[src/rtl/prog_loader.sv]
// prog_loader: frames a byte stream (16-bit count + little-endian words) and
// writes the words to the program ROM through a four-phase handshake.
module prog_loader #(
    parameter int WORD_W         = 32,
    parameter int ROM_DEPTH      = 256,
    parameter int TIMEOUT_CYCLES = 1000000
) (
    input  logic              clk,
    input  logic              rst_n,
    input  logic              rx_valid,
    input  logic [7:0]        rx_data,
    output logic              prog,
    output logic              p_avail,
    output logic [WORD_W-1:0] p_d_in,
    input  logic              p_ready,
    input  logic              p_lo_ack,
    output logic              busy,
    output logic              done,
    output logic              err,
    output logic [1:0]        err_code
);
    localparam int NB   = WORD_W / 8;
    localparam int BI_W = (NB > 1) ? $clog2(NB) : 1;
    localparam int TC_W = $clog2(TIMEOUT_CYCLES + 1);

    typedef enum logic [1:0] {LEN0, LEN1, DATA, DRAIN} rx_st_t;
    typedef enum logic [1:0] {HS_IDLE, HS_AVAIL, HS_ACK} hs_st_t;

    rx_st_t            r_rx_st, w_rx_nxt;
    hs_st_t            r_hs_st, w_hs_nxt;
    logic [7:0]        r_lo;
    logic [15:0]       r_len, r_words_rx, r_words_sent;
    logic [BI_W-1:0]   r_bidx;
    logic [WORD_W-1:0] r_asm, r_hold, r_p_d_in, w_word;
    logic              r_hold_full, r_prog_d, r_done, r_err;
    logic [1:0]        r_err_code, w_code;
    logic [TC_W-1:0]   r_tcnt;
    logic [15:0]       w_len;
    logic              w_byte, w_last, w_len_err, w_len_zero, w_ovf, w_counting;
    logic              w_tmo, w_abort, w_push, w_pop, w_complete, w_hs_go;

    always_comb begin
        w_len      = {rx_data, r_lo};
        w_byte     = r_rx_st == DATA && rx_valid;
        w_last     = w_byte && r_bidx == BI_W'(NB - 1);
        w_len_err  = r_rx_st == LEN1 && rx_valid && w_len > 16'(ROM_DEPTH);
        w_len_zero = r_rx_st == LEN1 && rx_valid && w_len == 16'd0;
        w_ovf      = w_last && r_hold_full;
        w_counting = r_rx_st == LEN1 || r_rx_st == DATA;
        w_tmo      = w_counting && !rx_valid && r_tcnt == TC_W'(TIMEOUT_CYCLES - 1);
        w_abort    = w_len_err || w_ovf || w_tmo;
        w_code     = w_len_err ? 2'b01 : w_ovf ? 2'b11 : w_tmo ? 2'b10 : 2'b00;
        w_push     = w_last && !r_hold_full;
        w_pop      = r_hs_st == HS_ACK && p_lo_ack;
        w_complete = r_rx_st == DRAIN && r_words_sent == r_len;
        // prog must already have been high a cycle before p_avail may rise
        w_hs_go    = r_hs_st == HS_IDLE && r_hold_full && prog && r_prog_d && !w_abort;
        w_word     = r_asm;
        for (int k = 0; k < NB; k++)
            if (r_bidx == BI_W'(k)) w_word[8*k +: 8] = rx_data;
    end

    always_comb begin
        w_rx_nxt = r_rx_st;
        case (r_rx_st)
            LEN0:  w_rx_nxt = rx_valid ? LEN1 : LEN0;
            LEN1:  w_rx_nxt = (rx_valid && !w_len_zero) ? DATA : (rx_valid || w_tmo) ? LEN0 : LEN1;
            DATA:  w_rx_nxt = (w_push && r_words_rx + 16'd1 == r_len) ? DRAIN : DATA;
            DRAIN: w_rx_nxt = w_complete ? LEN0 : DRAIN;
        endcase
        if (w_abort) w_rx_nxt = LEN0;
        case (r_hs_st)
            HS_IDLE:  w_hs_nxt = w_hs_go ? HS_AVAIL : HS_IDLE;
            HS_AVAIL: w_hs_nxt = p_ready ? HS_ACK : HS_AVAIL;
            HS_ACK:   w_hs_nxt = p_lo_ack ? HS_IDLE : HS_ACK;
            default:  w_hs_nxt = HS_IDLE;
        endcase
        if (w_abort) w_hs_nxt = HS_IDLE;
    end

    always_ff @(posedge clk or negedge rst_n) begin
        if (!rst_n) begin
            r_rx_st      <= LEN0;
            r_hs_st      <= HS_IDLE;
            r_lo         <= '0;
            r_len        <= '0;
            r_words_rx   <= '0;
            r_words_sent <= '0;
            r_bidx       <= '0;
            r_asm        <= '0;
            r_hold       <= '0;
            r_p_d_in     <= '0;
            r_hold_full  <= 1'b0;
            r_prog_d     <= 1'b0;
            r_done       <= 1'b0;
            r_err        <= 1'b0;
            r_err_code   <= 2'b00;
            r_tcnt       <= '0;
        end else begin
            r_rx_st    <= w_rx_nxt;
            r_hs_st    <= w_hs_nxt;
            r_prog_d   <= prog;
            r_done     <= w_len_zero || w_complete;
            r_err      <= w_abort;
            r_err_code <= w_code;
            if (w_abort) begin
                r_len        <= '0;
                r_words_rx   <= '0;
                r_words_sent <= '0;
                r_bidx       <= '0;
                r_tcnt       <= '0;
                r_hold_full  <= 1'b0;
            end else begin
                r_tcnt      <= (w_counting && !rx_valid) ? r_tcnt + 1'b1 : '0;
                r_hold_full <= w_push ? 1'b1 : w_pop ? 1'b0 : r_hold_full;
                if (r_rx_st == LEN0 && rx_valid) r_lo <= rx_data;
                if (r_rx_st == LEN1 && rx_valid) begin
                    r_len        <= w_len;
                    r_words_rx   <= '0;
                    r_words_sent <= '0;
                    r_bidx       <= '0;
                end
                if (w_byte) begin
                    r_asm  <= w_word;
                    r_bidx <= w_last ? '0 : r_bidx + 1'b1;
                end
                if (w_push) begin
                    r_hold     <= w_word;
                    r_words_rx <= r_words_rx + 16'd1;
                end
                if (w_hs_go) r_p_d_in <= r_hold;
                if (w_pop) r_words_sent <= r_words_sent + 16'd1;
            end
        end
    end

    always_comb begin
        prog     = r_rx_st == DATA || r_rx_st == DRAIN;
        p_avail  = r_hs_st == HS_AVAIL;
        p_d_in   = r_p_d_in;
        busy     = r_rx_st != LEN0 || r_hold_full || r_hs_st != HS_IDLE;
        done     = r_done;
        err      = r_err;
        err_code = r_err_code;
    end
endmodule

[config.mk]
export PLATFORM = sky130hd
export DESIGN_NAME = prog_loader
export DESIGN_NICKNAME = d
export VERILOG_FILES = /design/src/rtl/prog_loader.sv
export SDC_FILE = /design/constraint.sdc
export NUM_CORES = 1
export LEC_CHECK = 0
export BUFFER_PORTS_ARGS = -buffer_cell sky130_fd_sc_hd__buf_2
export CORE_MARGIN = 10
export CORE_UTILIZATION = 55
export DETAILED_ROUTE_END_ITERATION = 8
export MAX_ROUTING_LAYER = met4
export PLACE_DENSITY = 0.7
export SETUP_SLACK_MARGIN = 0.15
export SLEW_MARGIN = 0
export SYNTH_ARGS = -nofsm -noshare
export SYNTH_HDL_FRONTEND = slang
export SYNTH_SLANG_ARGS = --single-unit
[constraint.sdc]
create_clock -name clk -period 2.6 [get_ports clk]
set_input_delay 0 -clock clk [delete_from_list [all_inputs] [get_ports clk]]
set_output_delay 0 -clock clk [all_outputs]
set_load 0.02 [all_outputs]
### After elaboration in Yosys (flattened, before gate mapping)

Cells that the tools add are included.

| operators by class | value |
|---|---|
| $add $sub $neg | 4 |
| divide/modulo/power cells | 0 |
| reductions and logical operators | 45 |
| multiplexer cells | 35 |
| equal/unequal tests | 11 |
| $lt $le $gt $ge | 1 |
| multiply operators | 0 |
| bitwise gates (word level) | 1 |
| shift-type cells | 0 |

Operators with widths:

| kind | count |
|---|---|
| $mux 16 | 7 |
| $mux 20 | 2 |
| $add 16x1->16 const B | 2 |
| $eq 16x16->1 | 2 |
| $mux 8 | 4 |
| $mux 2 | 13 |
| $add 20x1->20 const B | 1 |
| $eq 20x20->1 const B | 1 |
| $logic_and 1x1->1 | 18 |
| $gt 16x9->1 const B | 1 |
| $logic_not 16->1 | 1 |
| $reduce_bool 3->1 | 4 |
| $eq 2x2->1 const B | 5 |
| $logic_or 1x1->1 | 8 |
| $pmux 2 s4 | 1 |
| $reduce_and 2->1 | 4 |
| $mux 1 | 7 |
| $eq 2x1->1 const B | 3 |
| $logic_not 2->1 | 3 |
| $pmux 2 s3 | 1 |
| $reduce_bool 2->1 | 3 |
| $logic_not 1->1 | 4 |
| $add 2x1->2 const B | 1 |
| $not 1->1 | 1 |

| word-level totals | value |
|---|---|
| memory bits (writable) | 0 |
| output and inout bits | 39 |
| register bits after elaboration | 184 |
| memory bits (read-only) | 0 |
| logic and storage cells | 113 |
| bits of input ports | 13 |
| bits in latches | 0 |
| memories kept | 0 |

### Longest topological paths before layout

Gate-level depths: netlist of run 1.

| logic depth | value |
|---|---|
| depth in word-level cells | 11 |
| gate-level depth with buffers | 11 |
| depth with buffers taken out | 9 |

### Least setup slack after synthesis of run 1

No wires, ideal clock.

| path | value |
|---|---|
| path type | register to register |
| from | register r_rx_st[0] |
| to | register r_p_d_in[0], in the netlist p_d_in[0] |
| data required time | 2.475 ns |
| setup time | 0.125 ns |
| buffers on the path | 1 |
| arrival time | 2.072 ns |
| stages on the path, launching flop included | 10 |
| setup slack | 0.404 ns |
| clock period less this slack | 2.196 ns |
| path through | dfrtp_1 > inv_1 > ha_1 > nor4b_1 > nand4_1 > o21ai_4 > nor2_8 > nand3_4 > buf_2 > mux2_2 |

| on the way | value |
|---|---|
| cells in the longest elaborated chain, start to end | 9 |
| elaborated cells between the ends (all ways) | 20 |
| classes of those cells | 3 x eq/ne; 1 x bitwise; 16 x reduce/logical |

RTL lines:

| element | line | text |
|---|---|---|
| start: declaration | 29 | `rx_st_t r_rx_st, w_rx_nxt;` |
| start signal: assignment | 100 | `r_rx_st <= w_rx_nxt;` |
| $eq 2x2->1 | 44, 49, 138 |  |
| $logic_and 1x1->1 | 44 | `w_byte = r_rx_st == DATA && rx_valid;` |
| $logic_and 1x1->1 | 45 | `w_last = w_byte && r_bidx == BI_W'(NB - 1);` |
| $logic_and 1x1->1 | 48 | `w_ovf = w_last && r_hold_full;` |
| $logic_or 1x1->1 (2 in a row) | 51 | `w_abort = w_len_err \|\| w_ovf \|\| w_tmo;` |
| $logic_not 1->1 | 57 | `w_hs_go = r_hs_st == HS_IDLE && r_hold_full && prog && r_prog_d && !w_abort;` |
| $logic_and 1x1->1 | 57 |  |
| $reduce_and 2->1 (no line) * | - |  |
| end signal: assignment | 131 | `if (w_hs_go) r_p_d_in <= r_hold;` |
| end: declaration | 34 | `logic [WORD_W-1:0] r_asm, r_hold, r_p_d_in, w_word;` |

Mark *: on every way between the ends. The rest lies on a longest branch, timed or not.
A chain may end at the register's enable or synchronous reset.

### Worst setup path in the final report of run 1

| path | value |
|---|---|
| from | register r_rx_st[0] |
| to | register r_rx_st[0] |

| on the way | value |
|---|---|
| cells in the longest elaborated chain, start to end | 9 |
| elaborated cells between the ends (all ways) | 27 |
| classes of those cells | 3 x eq/ne; 6 x mux; 18 x reduce/logical |

RTL lines:

| element | line | text |
|---|---|---|
| $eq 2x1->1 or $eq 2x2->1 (tied branches) | - |  |
| $logic_or 1x1->1 | 49 | `w_counting = r_rx_st == LEN1 \|\| r_rx_st == DATA;` |
| $logic_and 1x1->1 (2 in a row) | 50 | `w_tmo = w_counting && !rx_valid && r_tcnt == TC_W'(TIMEOUT_CYCLES - 1);` |
| $logic_or 1x1->1 | 67 | `LEN1: w_rx_nxt = (rx_valid && !w_len_zero) ? DATA : (rx_valid \|\| w_tmo) ? LEN0 : LEN1;` |
| $mux 1 | 67 |  |
| $mux 2 | 67 |  |
| $pmux 2 s4 | 65 | `case (r_rx_st)` |
| $mux 2 * | 71 | `if (w_abort) w_rx_nxt = LEN0;` |
| via w_rx_nxt[0] | 29 |  |

The timed path passes the listed nets; every way through them passes the cells marked *.

==> results of run 1 <==
-- area by class of cell --
class | instances | area [um^2] | share of cell area [%]
multi-input cells | 569 | 3880 | 39.5
flip-flops and latches | 176 | 4410 | 44.7
clock buffers | 19 | 433 | 4.40
clock inverters | 13 | 150 | 1.52
inverters | 10 | 37.5 | 0.381
repair buffers | 95 | 699 | 7.10
well taps | 188 | 235 | 2.39
-- state kept, by name, indices dropped and copies added (netlist names) --
name,count
done,1
err,1
err_code,2
p_d_in,32
r_asm,24
r_bidx,2
r_hold,32
r_hold_full,1
r_hs_st,2
r_len,16
r_lo,8
r_prog_d,1
r_rx_st,2
r_tcnt,20
r_words_rx,16
r_words_sent,16
-- what timing repair did --
action | 4_1_cts | 5_1_grt
hold buffers | 10 | 0
hold endpoints to repair | 100 | 0
setup buffers | 0 | 9
endpoints found under the setup margin | 12 | 80
gates resized for setup | 4 | 13
pin swaps | 1 | 6
cloned | 0 | 1
-- path summary, 6_finish.rpt --
| check | end | depth (start not counted) |
|---|---|---|
| setup / recovery | r_rx_st[0]$_DFF_PN0_ | 7 |
| hold / removal | r_hold[28]$_DFFE_PN0P_ | 4 |
| setup reg to reg | r_rx_st[0]$_DFF_PN0_ | 7 |
| hold reg to reg | r_hold[23]$_DFFE_PN0P_ | 2 |
| max in group asynchronous | r_tcnt[13]$_DFF_PN0_ | 3 |
| min in group asynchronous | r_hold[30]$_DFFE_PN0P_ | 2 |
-- per-stage QoR --
| step | util [%] | hold WS, ps | instances |
|---|---|---|---|
| 6_report | 64.8 | 29.2 | 1070 |
| 5_1_grt | 64.8 | 43.9 | 1070 |
| 4_1_cts | 63.9 | 18.5 | 1060 |
| 3_5_place_dp | 59.2 | 140 | 1018 |
| 3_3_place_gp | 59.2 | 137 | 1018 |
| 2_1_floorplan | - | -296 | 803 |
-- layout by cell type (no fill, tap or decap), types with 10 or more instances in the layout --
| master | n |
|---|---|
| sky130_fd_sc_hd__nand3_1 | 19 |
| sky130_fd_sc_hd__mux2i_1 | 25 |
| sky130_fd_sc_hd__xor2_1 | 37 |
| sky130_fd_sc_hd__inv_1 | 10 |
| sky130_fd_sc_hd__clkbuf_16 | 18 |
| sky130_fd_sc_hd__a21oi_1 | 26 |
| sky130_fd_sc_hd__o21ai_0 | 56 |
| sky130_fd_sc_hd__nand2_1 | 117 |
| sky130_fd_sc_hd__mux2_2 | 62 |
| sky130_fd_sc_hd__ha_1 | 10 |
| sky130_fd_sc_hd__nor2_1 | 51 |
| sky130_fd_sc_hd__dlygate4sd3_1 | 10 |
| sky130_fd_sc_hd__xnor2_1 | 23 |
| sky130_fd_sc_hd__nor4_1 | 15 |
| sky130_fd_sc_hd__and3_1 | 11 |
| sky130_fd_sc_hd__buf_2 | 50 |
| sky130_fd_sc_hd__dfrtp_1 | 175 |
| sky130_fd_sc_hd__buf_4 | 26 |
-- power by group --
part,internal (mW),total (mW),switching [mW]
Combinational,0.719,1.63,0.915
Clock,1.44,2.56,1.12
Sequential,3.02,3.31,0.293
Total,5.18,7.51,2.33
-- kinds of logic after synthesis --
| logic type | after synthesis | share of synthesized area (%) |
|---|---|---|
| buffers and inverters | 58 | 3.13 |
| multiplexers | 90 | 11.5 |
| AND/OR/NAND/NOR | 280 | 16.4 |
| adder cells (fa/ha/maj) | 12 | 1.76 |
| AO/OA/AOI/OAI | 126 | 9.03 |
| XOR/XNOR | 61 | 6.43 |
| flip-flops | 176 | 51.7 |
-- per-layer routing --
| metal | part of all wire, % | track usage (%) | vias to the layer above |
|---|---|---|---|
| li1 | - | - | 2937 |
| met1 | 46 | 27.0 | 3127 |
| met2 | 51 | 33.6 | 108 |
| met3 | 2.5 | 3.51 | 20 |
| met4 | 1.2 | 6.33 | 0 |
| met5 | 0 | - | - |
-- critical path, cell delays in order (launching register included) --
cell                       delay (ps)
sky130_fd_sc_hd__dfrtp_1          400
sky130_fd_sc_hd__inv_1            120
sky130_fd_sc_hd__ha_2             240
sky130_fd_sc_hd__and2_1           190
sky130_fd_sc_hd__nand3b_1         120
sky130_fd_sc_hd__a221o_2          370
sky130_fd_sc_hd__or4_4            540
sky130_fd_sc_hd__o31ai_4          330
==> results.md, run 1 <==
Global route:
- The initial antenna violation count is 0.
- Summed over all layers, the global routing overflow is 0.
- The overall global routing resource usage is 21.0%.
- The first global-routing pass estimated 33400 um of wire.
- The number of global-route vias before repair is 6437.
- Entering global routing, the biggest net connects 91 pins.

STA:
- The worst path meets setup with 183 ps of slack.
- The number of slew-limit violations in the final report is 0.
- For this run, the top clock speed supported by timing is 0.414 GHz.
- The transition time at the pin with the least slew margin is 859 ps.
- After layout, the worst path uses 93.0% of the clock period.
- The number of endpoints with negative hold slack in the final report is 0.
- In this run the tightest slew margin relative to its limit is 42.8%.
- The post-route clock skew is 12.4 ps.
- Subtracting the final worst setup slack from the clock period gives 2420 ps.
- For the final routed database, the setup TNS stands at 0 ps.
- The number of setup violations in the final report is 0.
- Setup repair after global routing left no endpoint under its margin.

Setup path:
- The critical path capture point type is a flip-flop.
- The worst setup path is of the flip-flop to flip-flop kind.
- Data on the critical path is required at its endpoint by 2920 ps.
- The element type at the critical path start is a flip-flop.
- For flop-to-flop paths, the worst setup slack is 180 ps.
- In this run the worst path has a maximum fanout of 5.
- At the worst endpoint, the arrival time is 2730 ps.
- The launching element of the worst setup path is r_rx_st[0]$_DFF_PN0_.
- In this run the critical register-to-register path is launched from r_rx_st[0]$_DFF_PN0_.

Floorplanning:
- The core area is 0.0152 mm^2.
- The placement row count is 45.
- The total I/O pin count is 52.
- From left edge to right edge, the die measures 144 um.
- Once the floorplan was initialized, standard cells occupied 56.0% of the core.
- The die covers 0.0209 mm^2.
- In this run the vertical extent of the chip is 144 um.

Pwr:
- The worst-case IR drop observed on VDD is 0.000528 V.
- The total power is 7.51 mW.
- For this design the ratio of total power to cell area is 763 mW/mm^2.
- In this run the static leakage power is 4.71 nW.

Worst hold path:
- The class of the most critical hold timing path is input pin to flip-flop.
- The worst hold path begins at rx_data[4].

Synth:
- The share of synthesized flip-flops with an asynchronous set or reset is 100%.
- The number of warnings reported in the yosys synthesis log is 0.
- The area of the mapped netlist is 0.00852 mm^2.
- Yosys mapped a number of flops with a built-in enable equal to 0.
- The gate count of the mapped netlist is 803.
- The synthesized design spends more area on one cell type than any other, namely sky130_fd_sc_hd__dfrtp_1.
- Ranked by total cell area, the synthesized netlist is headed by sky130_fd_sc_hd__dfrtp_1, sky130_fd_sc_hd__mux2_2, sky130_fd_sc_hd__nand2_1.
- For this run, the register share of the synthesized area comes to 51.7%.
- Synthesis produced a netlist with a net count of 828.
- The mean area per synthesized cell is 10.6 um^2.
- The number of synthesized register bits is 176.
- The most used flip-flop cell after synthesis is sky130_fd_sc_hd__dfrtp_1.
- By instance count, the leading cell after synthesis is sky130_fd_sc_hd__dfrtp_1.
- After synthesis, the most frequently instantiated cells are sky130_fd_sc_hd__dfrtp_1, sky130_fd_sc_hd__nand2_1, sky130_fd_sc_hd__mux2_2, sky130_fd_sc_hd__o21ai_0, sky130_fd_sc_hd__nor2_1.
- The area fraction of the dominant cell type after synthesis is 51.7%.
- The number of distinct library cells after synthesis is 67.

Placed design:
- Routability-driven placement finished with a final weighted congestion of 0.919.
- Detailed placement ended at an HPWL of 13400 um.
- Buffers placed on the I/O ports in this run total 51.
- The post-placement cell area is 0.00900 mm^2.
- The worst setup timing slack at the placement stage is 71.9 ps.

Cells and area:
- From synthesis to final layout, the design area changed by 15.6%.
- The number of antenna diodes in the final layout is 0.
- The layout has 1190 filler cells.
- The ratio of cells with drive above 1 in the final layout is 22.7%.
- The cell area after layout is 0.00985 mm^2.
- The number of nets at the end of the flow is 894.

Drt:
- The final routed wire length divided by cell count is 18.7 um.
- The remaining routing DRC violations is 0.
- The first routing iteration left 545 violations.
- The post-route antenna net violation count is 0.
- After detailed routing, the number of vias per cell comes to 5.79.
- The first detailed-routing pass ran for 5 iterations.
- The final layout contains routed wiring with a total length of 20000 um.
- The final route contains 6192 vias.

Clock tree:
- TritonCTS built the clock tree.
- Counting the buffers created by CTS gives 17.
- The deepest clock path buffer count is 2.
- Clock tree synthesis found a total of 176 sinks.
- The clock tree synthesis step divided the H-tree into 4 levels.
- The clock transition at the registers of the reported paths is 70 ps.
- The cell at the root of the clock tree is sky130_fd_sc_hd__clkbuf_16.
- The clock latency of the later-clocked register in the worst-skew pair is 430 ps.

Status:
- The flow ran to the end, and the final reports show no timing, DRC or antenna violations.

Run:
- The total of max-cap violations is 0.
(Power assumes the default switching activity.)
==> run 2: changes to the inputs <==
ABC_AREA = 1   (was not set)
==> results.md, run 2 <==
Global route:
- The routing usage on met2 came to 31.8% (-1.9 points).
- The number of global-route vias before repair is 7066 (+9.8%).
- The global-route track usage on met3 is 3.22% (-0.29 points).
- The total grt overflow is 0 (unchanged).
- The met1 track demand over resource in global routing is 25.1% (-1.9 points).
- The initial antenna violation count is 0 (unchanged).
- The global routing's busiest layer is met2.
- The pin count of the biggest net entering global routing came to 67 (-26%).
- The wire length of the first global-routing pass came to 34800 um (+4.2%).
- The overall global routing resource usage is 19.7% (-1.3 points).

STA:
- The total negative slack for setup checks is 0 ps (unchanged).
- The number of slew-limit violations in the final report came to 0 (unchanged).
- The worst hold-check slack is 112 ps (+82.4 ps).
- The number of setup violations in the final report is 0 (unchanged).
- The transition time at the pin with the least slew margin came to 533 ps (-325 ps).
- The final critical path time including I/O delays and setup was 2230 ps (-188 ps).
- The relative slew slack was 64.5% (+22 points).
- Setup repair after global routing left no endpoint under its margin.
- The final period utilization came to 85.7% (-7.2 points).
- The maximum clock frequency is 0.449 GHz (+8.4%).
- The post-route clock skew is 8.57 ps (-3.82 ps).
- The number of endpoints with negative hold slack in the final report came to 0 (unchanged).

Synth:
- The number of warnings reported in the yosys synthesis log is 0 (unchanged).
- The biggest area contributor in the post-synthesis netlist is sky130_fd_sc_hd__dfrtp_1.
- The area fraction of the dominant cell type after synthesis is 50.0% (-1.7 points).
- The mean area per synthesized cell is 8.23 um^2 (-22%).
- The area of the mapped netlist is 0.00920 mm^2 (+8.0%).
- The number of synthesized register bits is 184 (+4.5%).
- By instance count, the leading cell after synthesis is sky130_fd_sc_hd__nand2_1.
- In the post-synthesis netlist, the biggest area contributors are sky130_fd_sc_hd__dfrtp_1, sky130_fd_sc_hd__nand2_1, sky130_fd_sc_hd__o21ai_0.
- The number of distinct library cells after synthesis is 40 (-40%).
- In the synthesized netlist, the cells that appear most often are sky130_fd_sc_hd__nand2_1, sky130_fd_sc_hd__dfrtp_1, sky130_fd_sc_hd__o21ai_0, sky130_fd_sc_hd__inv_1, sky130_fd_sc_hd__nand3_1.
- The commonest register cell after synthesis is sky130_fd_sc_hd__dfrtp_1.
- The share of synthesized flip-flops with an asynchronous set or reset is 100% (unchanged).
- The number of enable flip-flop cells after synthesis came to 0 (unchanged).
- The net count of the mapped netlist is 1143 (+38%).
- The gate count of the mapped netlist came to 1118 (+39%).
- The register area share after synthesis is 50.0% (-1.7 points).

Cells and area:
- The post-route non-filler standard cell count is 1408 (+32%).
- The area growth from synthesis to layout is 13.0%.
- The ratio of cells with drive above 1 in the final layout is 12.1% (-11 points).
- The library cell used most frequently in the layout, excluding fill and tap cells, is sky130_fd_sc_hd__nand2_1.
- The count of antenna diodes in the layout is 0 (unchanged).
- In the layout the commonest cells are sky130_fd_sc_hd__nand2_1, sky130_fd_sc_hd__dfrtp_1, sky130_fd_sc_hd__o21ai_0, sky130_fd_sc_hd__inv_1, sky130_fd_sc_hd__nand3_1.
- The number of nets at the end of the flow is 1200 (+34%).

Placed design:
- The detailed placer's ending HPWL is 14100 um (+5.0%).
- The last weighted congestion value of the routability-driven placer came to 0.890 (-3.2%).
- The placed instance count is 1362 (+34%).
- The number of I/O port buffers is 51 (unchanged).

Pwr:
- The portion of total power attributed to the clock network is 36.7% (+2.6 points).
- The sequential fraction of design power is 45.8% (+1.7 points).
- The net load switching power is 2.30 mW (-1.3%).
- The reported leakage power is 4.90 nW (+4.2%).
- The power density over the cells is 702 mW/mm^2 (-7.9%).
- The switching power as a share of total power was 31.5% (+0.47 points).
- The cell internal power dissipation was 5.00 mW (-3.4%).
- The worst-case vdd ir drop is 0.000571 V (+8.1%).
- The total power was 7.30 mW (-2.7%).
- The share of total power in combinational logic is 17.5% (-4.3 points).

Status:
- The flow ran to the end, and the final reports show no timing, DRC or antenna violations.

Floorplanning:
- The die boundary width is 149 um (+3.4%).
- The initial cell density of the core is 55.9% (-0.15 points).
- The core area was 0.0165 mm^2 (+8.3%).
- The total die area is 0.0223 mm^2 (+6.9%).
- The die height is 149 um (+3.4%).
- The total I/O pin count came to 52 (unchanged).
- The placement row count was 47 (+4.4%).

Clock tree:
- The number of CTS-inserted buffers is 17 (unchanged).
- The number of levels in the clock H-tree is 4 (unchanged).
- TritonCTS built the clock tree.
- The number of clock sinks came to 184 (+4.5%).
- The clock latency of the later-clocked register in the worst-skew pair is 440 ps (about the same).
- The clock transition at the registers of the reported paths was 70 ps (about the same).
- The cell at the root of the clock tree is sky130_fd_sc_hd__clkbuf_16.
- The deepest clock path buffer count is 2 (unchanged).

Setup path:
- The data required time of the worst path is 2960 ps (+40 ps).
- The critical path capture point type is a flip-flop.
- The worst setup path is launched from a flip-flop.
- The kind of cell with the highest combined delay along the critical path is simple AND/OR/NAND/NOR gates.
- Traced cell by cell, the critical path runs through inv_1, ha_1, nand2_1, nor3_1, nand3_1, nor2_1, nand4_1, nor2_1, nand3_1, a21oi_1.
- The largest individual stage delay along the critical path comes from the cell sky130_fd_sc_hd__dfrtp_1.
- The highest net fanout along the worst path is 5 (unchanged).
- The worst path arrival time is 2590 ps (-140 ps).
- The biggest cell delay along the critical path is 400 ps (-140 ps).
- The critical path in this run is classified as flip-flop to flip-flop.
- The count of buffer and inverter cells on the critical path was 1 (unchanged).

Drt:
- The remaining routing DRC violations came to 0 (unchanged).
- The detail-routed via count per cell is 5.21 (-9.9%).
- The violation count after the first detailed-routing iteration was 452 (-17%).
- The number of iterations in the first detailed-routing pass came to 5 (unchanged).
- The final routed wire length divided by cell count is 14.6 um (-22%).
- The post-route antenna net violation count is 0 (unchanged).
- The total number of vias is 7339 (+19%).
- The final wirelength is 20500 um (+2.4%).

Run:
- The total of max-cap violations is 0 (unchanged).

Worst hold path:
- The class of the most critical hold timing path is input pin to asynchronous set/reset pin.
-- run 2: layout make-up --
| class | instances | area, um^2 |
|---|---|---|
| timing repair buffer | 80 | 574 |
| tap | 220 | 275 |
| clock inverter | 14 | 178 |
| multi-input combinational | 747 | 3780 |
| sequential | 184 | 4600 |
| fill | 1402 | 6070 |
| inverter | 145 | 544 |
| clock buffer | 18 | 439 |
-- run 2: per-layer routing --
layer | vias up | routed length [um]
li1 | 3699 | -
met1 | 3473 | 9530
met2 | 144 | 10000
met3 | 23 | 676
met4 | 0 | 299
met5 | - | 0
-- run 2: logic make-up (layout without fill, tap and decap cells) --
| group | after synthesis | after routing | synth area share, % |
|---|---|---|---|
| simple gates | 519 | 519 | 25.3 |
| buf+inv | 187 | 257 | 8.97 |
| flops | 184 | 184 | 50.0 |
| compound gates | 178 | 178 | 10.4 |
| xor+xnor | 38 | 38 | 3.62 |
| fa+ha+maj | 12 | 12 | 1.63 |
-- run 2: worst paths after layout --
path | startpoint | endpoint | slack, ps | cells past startpoint
setup / recovery | r_rx_st[0]$_DFF_PN0_ | r_rx_st[0]$_DFF_PN0_ | 370 | 10
hold / removal | rst_n | r_tcnt[19]$_DFF_PN0_ | 110 | 2
setup reg to reg | r_rx_st[0]$_DFF_PN0_ | r_rx_st[0]$_DFF_PN0_ | 370 | 10
hold reg to reg | r_tcnt[0]$_DFF_PN0_ | r_tcnt[0]$_DFF_PN0_ | 470 | 1
max in group asynchronous | rst_n | r_asm[18]$_DFFE_PN0P_ | 1740 | 3
min in group clk | p_ready | r_hs_st[0]$_DFF_PN0_ | 390 | 4
-- run 2: what timing repair did --
item,in CTS,in global routing
endpoints found under the hold margin,84,0
resized for setup,0,1
endpoints found under the setup margin,0,118
hold buffers,12,0
setup buffers,0,2
-- run 2: per-stage QoR --
step / util [%] / instance area (um^2) / worst slack [ps]
2_1_floorplan: - / 9200 / 639
3_3_place_gp: 58.6 / 9640 / 328
3_5_place_dp: 58.6 / 9640 / 229
4_1_cts: 63.0 / 10400 / 222
5_1_grt: 63.2 / 10400 / 158
6_report: 63.2 / 10400 / 371
-- run 2: power by group through the flow --
stage,Clock (mW),Combinational [mW],Sequential (mW)
2_1_floorplan,0,0.494,3.69
4_1_cts,2.73,1.31,3.35
3_5_place_dp,0,1.29,3.40
6_report,2.68,1.28,3.35
3_3_place_gp,0,1.28,3.39
5_1_grt,2.85,1.43,3.38
==> run 3: changes to the inputs <==
CORE_UTILIZATION = 61   (was 55)
PLACE_DENSITY = 0.84   (was 0.7)
==> results.md, run 3 (synthesis results as in run 2) <==
Floorplanning:
- The placement row count is 44 (-6.4%).
- The initial cell density of the core is 62.8% (+7.0 points).
- The die height is 143 um (-4.4%).
- The total die area is 0.0204 mm^2 (-8.6%).
- The die boundary width is 143 um (-4.4%).
- The core area came to 0.0146 mm^2 (-11%).
- The total I/O pin count is 52 (unchanged).

Pwr:
- The worst-case vdd ir drop is 0.000660 V (+16%).
- The reported leakage power was 4.90 nW (-0.14%).
- The power density over the cells came to 705 mW/mm^2 (+0.41%).

Setup path:
- The data required time of the worst path came to 2960 ps (about the same).
- The critical path capture point type is a flip-flop.
- The highest net fanout along the worst path was 11 (+6).
- The worst path arrival time came to 2590 ps (about the same).
- STA classifies the critical path startpoint as a flip-flop.
- The setup path with the least slack is of type flip-flop to flip-flop.

Cells and area:
- Leaving out fill and tap cells, the most frequent cells in the layout are sky130_fd_sc_hd__nand2_1, sky130_fd_sc_hd__dfrtp_1, sky130_fd_sc_hd__o21ai_0, sky130_fd_sc_hd__inv_1, sky130_fd_sc_hd__nand3_1.
- The commonest non-fill, non-tap cell in the layout is sky130_fd_sc_hd__nand2_1.
- The ratio of cells with drive above 1 in the final layout is 12.3% (+0.17 points).
- The count of antenna diodes in the layout is 0 (unchanged).
- The area occupied by registers is 0.00460 mm^2 (unchanged).
- Compared with the post-synthesis result, the final layout area differs by 12.4%.
- The number of nets at the end of the flow is 1201 (+0.083%).
- The area of the multi-input gates was 0.00379 mm^2 (+0.26%).
- The number of fillers in the final layout was 1096 (-22%).

Drt:
- The violation count after the first detailed-routing iteration is 611 (+35%).
- The final routed wire length divided by cell count was 15.7 um (+7.4%).
- The post-route antenna net violation count was 0 (unchanged).
- The total number of vias is 7743 (+5.5%).
- The final wirelength is 21500 um (+4.7%).
- The detail-routed via count per cell is 5.64 (+8.3%).
- The number of iterations in the first detailed-routing pass was 5 (unchanged).
- The remaining routing DRC violations came to 0 (unchanged).

STA:
- Setup repair after global routing left no endpoint under its margin.
- The relative slew slack was 55.1% (-9.4 points).
- The post-route clock skew is 7.27 ps (-1.30 ps).
- The number of slew-limit violations in the final report came to 0 (unchanged).
- The maximum clock frequency came to 0.447 GHz (-0.26%).
- The total negative slack for setup checks is 0 ps (unchanged).
- The final critical path time including I/O delays and setup is 2240 ps (+5.90 ps).
- The worst setup margin is 365 ps (-5.90 ps).
- The number of setup violations in the final report is 0 (unchanged).
- The final period utilization is 86.0% (+0.23 points).
- The transition time at the pin with the least slew margin is 674 ps (+140 ps).
- The number of endpoints with negative hold slack in the final report is 0 (unchanged).

Global route:
- The wire length of the first global-routing pass is 36800 um (+5.5%).
- The routing usage on met2 was 36.6% (+4.9 points).
- The number of global-route vias before repair is 7627 (+7.9%).
- The met1 track demand over resource in global routing is 28.5% (+3.4 points).
- The total grt overflow came to 0 (unchanged).
- The initial antenna violation count is 0 (unchanged).
- The overall global routing resource usage is 22.8% (+3.2 points).
- The global-route track usage on met3 is 4.05% (+0.83 points).
- The global routing's busiest layer is met2.
- The pin count of the biggest net entering global routing is 73 (+9.0%).

Placed design:
- The number of I/O port buffers came to 51 (unchanged).
- The detailed placer's ending HPWL is 14400 um (+1.8%).
- The last weighted congestion value of the routability-driven placer is 0.917 (+3.1%).
- The worst setup timing slack at the placement stage is 269 ps (+40.5 ps).

Clock tree:
- The number of clock sinks came to 184 (unchanged).
- The deepest clock path buffer count is 2 (unchanged).
- The clock transition at the registers of the reported paths is 70 ps (about the same).
- The number of CTS-inserted buffers came to 17 (unchanged).
- The number of levels in the clock H-tree is 4 (unchanged).
- The clock latency of the later-clocked register in the worst-skew pair was 440 ps (about the same).
- The TritonCTS clock tree is yes.
- The cell at the root of the clock tree is sky130_fd_sc_hd__clkbuf_16.

Worst hold path:
- The class of the most critical hold timing path is input pin to asynchronous set/reset pin.

Run:
- The total of max-cap violations came to 0 (unchanged).

Status:
- The flow ran to the end, and the final reports show no timing, DRC or antenna violations.
run 3: cell types whose count changed in the layout (fill, tap and decap cells not counted), sizes merged:
| cell | change |
|---|---|
| buf | +2 |
| bufinv | +1 |
| clkbuf | -2 |
| clkinv | -1 |
| clkinvlp | +1 |
| inv | -1 |
run 3: final timing paths:
check	depth (start not counted)	startpoint	slack, ps	endpoint
hold / removal	2	rst_n	150	r_tcnt[16]$_DFF_PN0_
hold reg to reg	1	r_tcnt[0]$_DFF_PN0_	460	r_tcnt[0]$_DFF_PN0_
min in group clk	4	p_ready	380	r_hs_st[0]$_DFF_PN0_
max in group asynchronous	3	rst_n	1640	r_hold[26]$_DFFE_PN0P_
setup / recovery	13	r_rx_st[0]$_DFF_PN0_	360	r_asm[16]$_DFFE_PN0P_
setup reg to reg	13	r_rx_st[0]$_DFF_PN0_	360	r_asm[16]$_DFFE_PN0P_
run 3: cell type report:
class | instances | area share, %
Clock buffer | 17 | 4.11
Clock inverter | 14 | 1.60
Inverter | 145 | 5.26
Multi-Input combinational cell | 747 | 36.7
Sequential cell | 184 | 44.5
Tap cell | 184 | 2.23
Timing Repair Buffer | 81 | 5.64
run 3: metal layers:
layer  routed length [um]  vias up
met2                10600      258
met1                 9240     3737
li1                     -     3709
met4                  494        0
met3                 1190       39
met5                    0        -
run 3: worst max-delay path, cell delays in order (launching register included):
cell,delay (ps)
sky130_fd_sc_hd__dfrtp_1,380
sky130_fd_sc_hd__inv_1,90
sky130_fd_sc_hd__ha_1,360
sky130_fd_sc_hd__nand2_4,150
sky130_fd_sc_hd__nor3_2,50
sky130_fd_sc_hd__nand4_1,110
sky130_fd_sc_hd__nand2_1,70
sky130_fd_sc_hd__inv_2,100
sky130_fd_sc_hd__nand2_4,170
sky130_fd_sc_hd__nor2_4,270
sky130_fd_sc_hd__buf_4,160
sky130_fd_sc_hd__buf_4,110
sky130_fd_sc_hd__nand2_1,50
sky130_fd_sc_hd__o21ai_0,90
run 3: per-stage QoR:
step / std cells / hold WS (ps) / util (%) / total power [mW] / cell area (um^2)
floorplan: 1118 / -296 / - / 4.18 / 9200
CTS: 1370 / 173 / 70.4 / 7.32 / 10300
detailed placement: 1327 / 65.8 / 65.6 / 4.71 / 9600
global route: 1372 / 200 / 70.7 / 7.63 / 10300
global placement: 1327 / 60.1 / 65.6 / 4.65 / 9600
finish: 1372 / 146 / 70.7 / 7.30 / 10300
run 3: report_power, final:
group | switching, mW | internal (mW) | leakage, nW
logic | 0.889 | 0.426 | 2.56
clock network | 1.18 | 1.44 | 0.286
registers | 0.200 | 3.17 | 2.05
run 3: timing repair:
item                                    in CTS  in global routing
endpoints found under the setup margin       0                105
hold buffers                                12                  0
setup buffers                                0                  2
gates resized for setup                      0                  4
endpoints found under the hold margin       90                  0
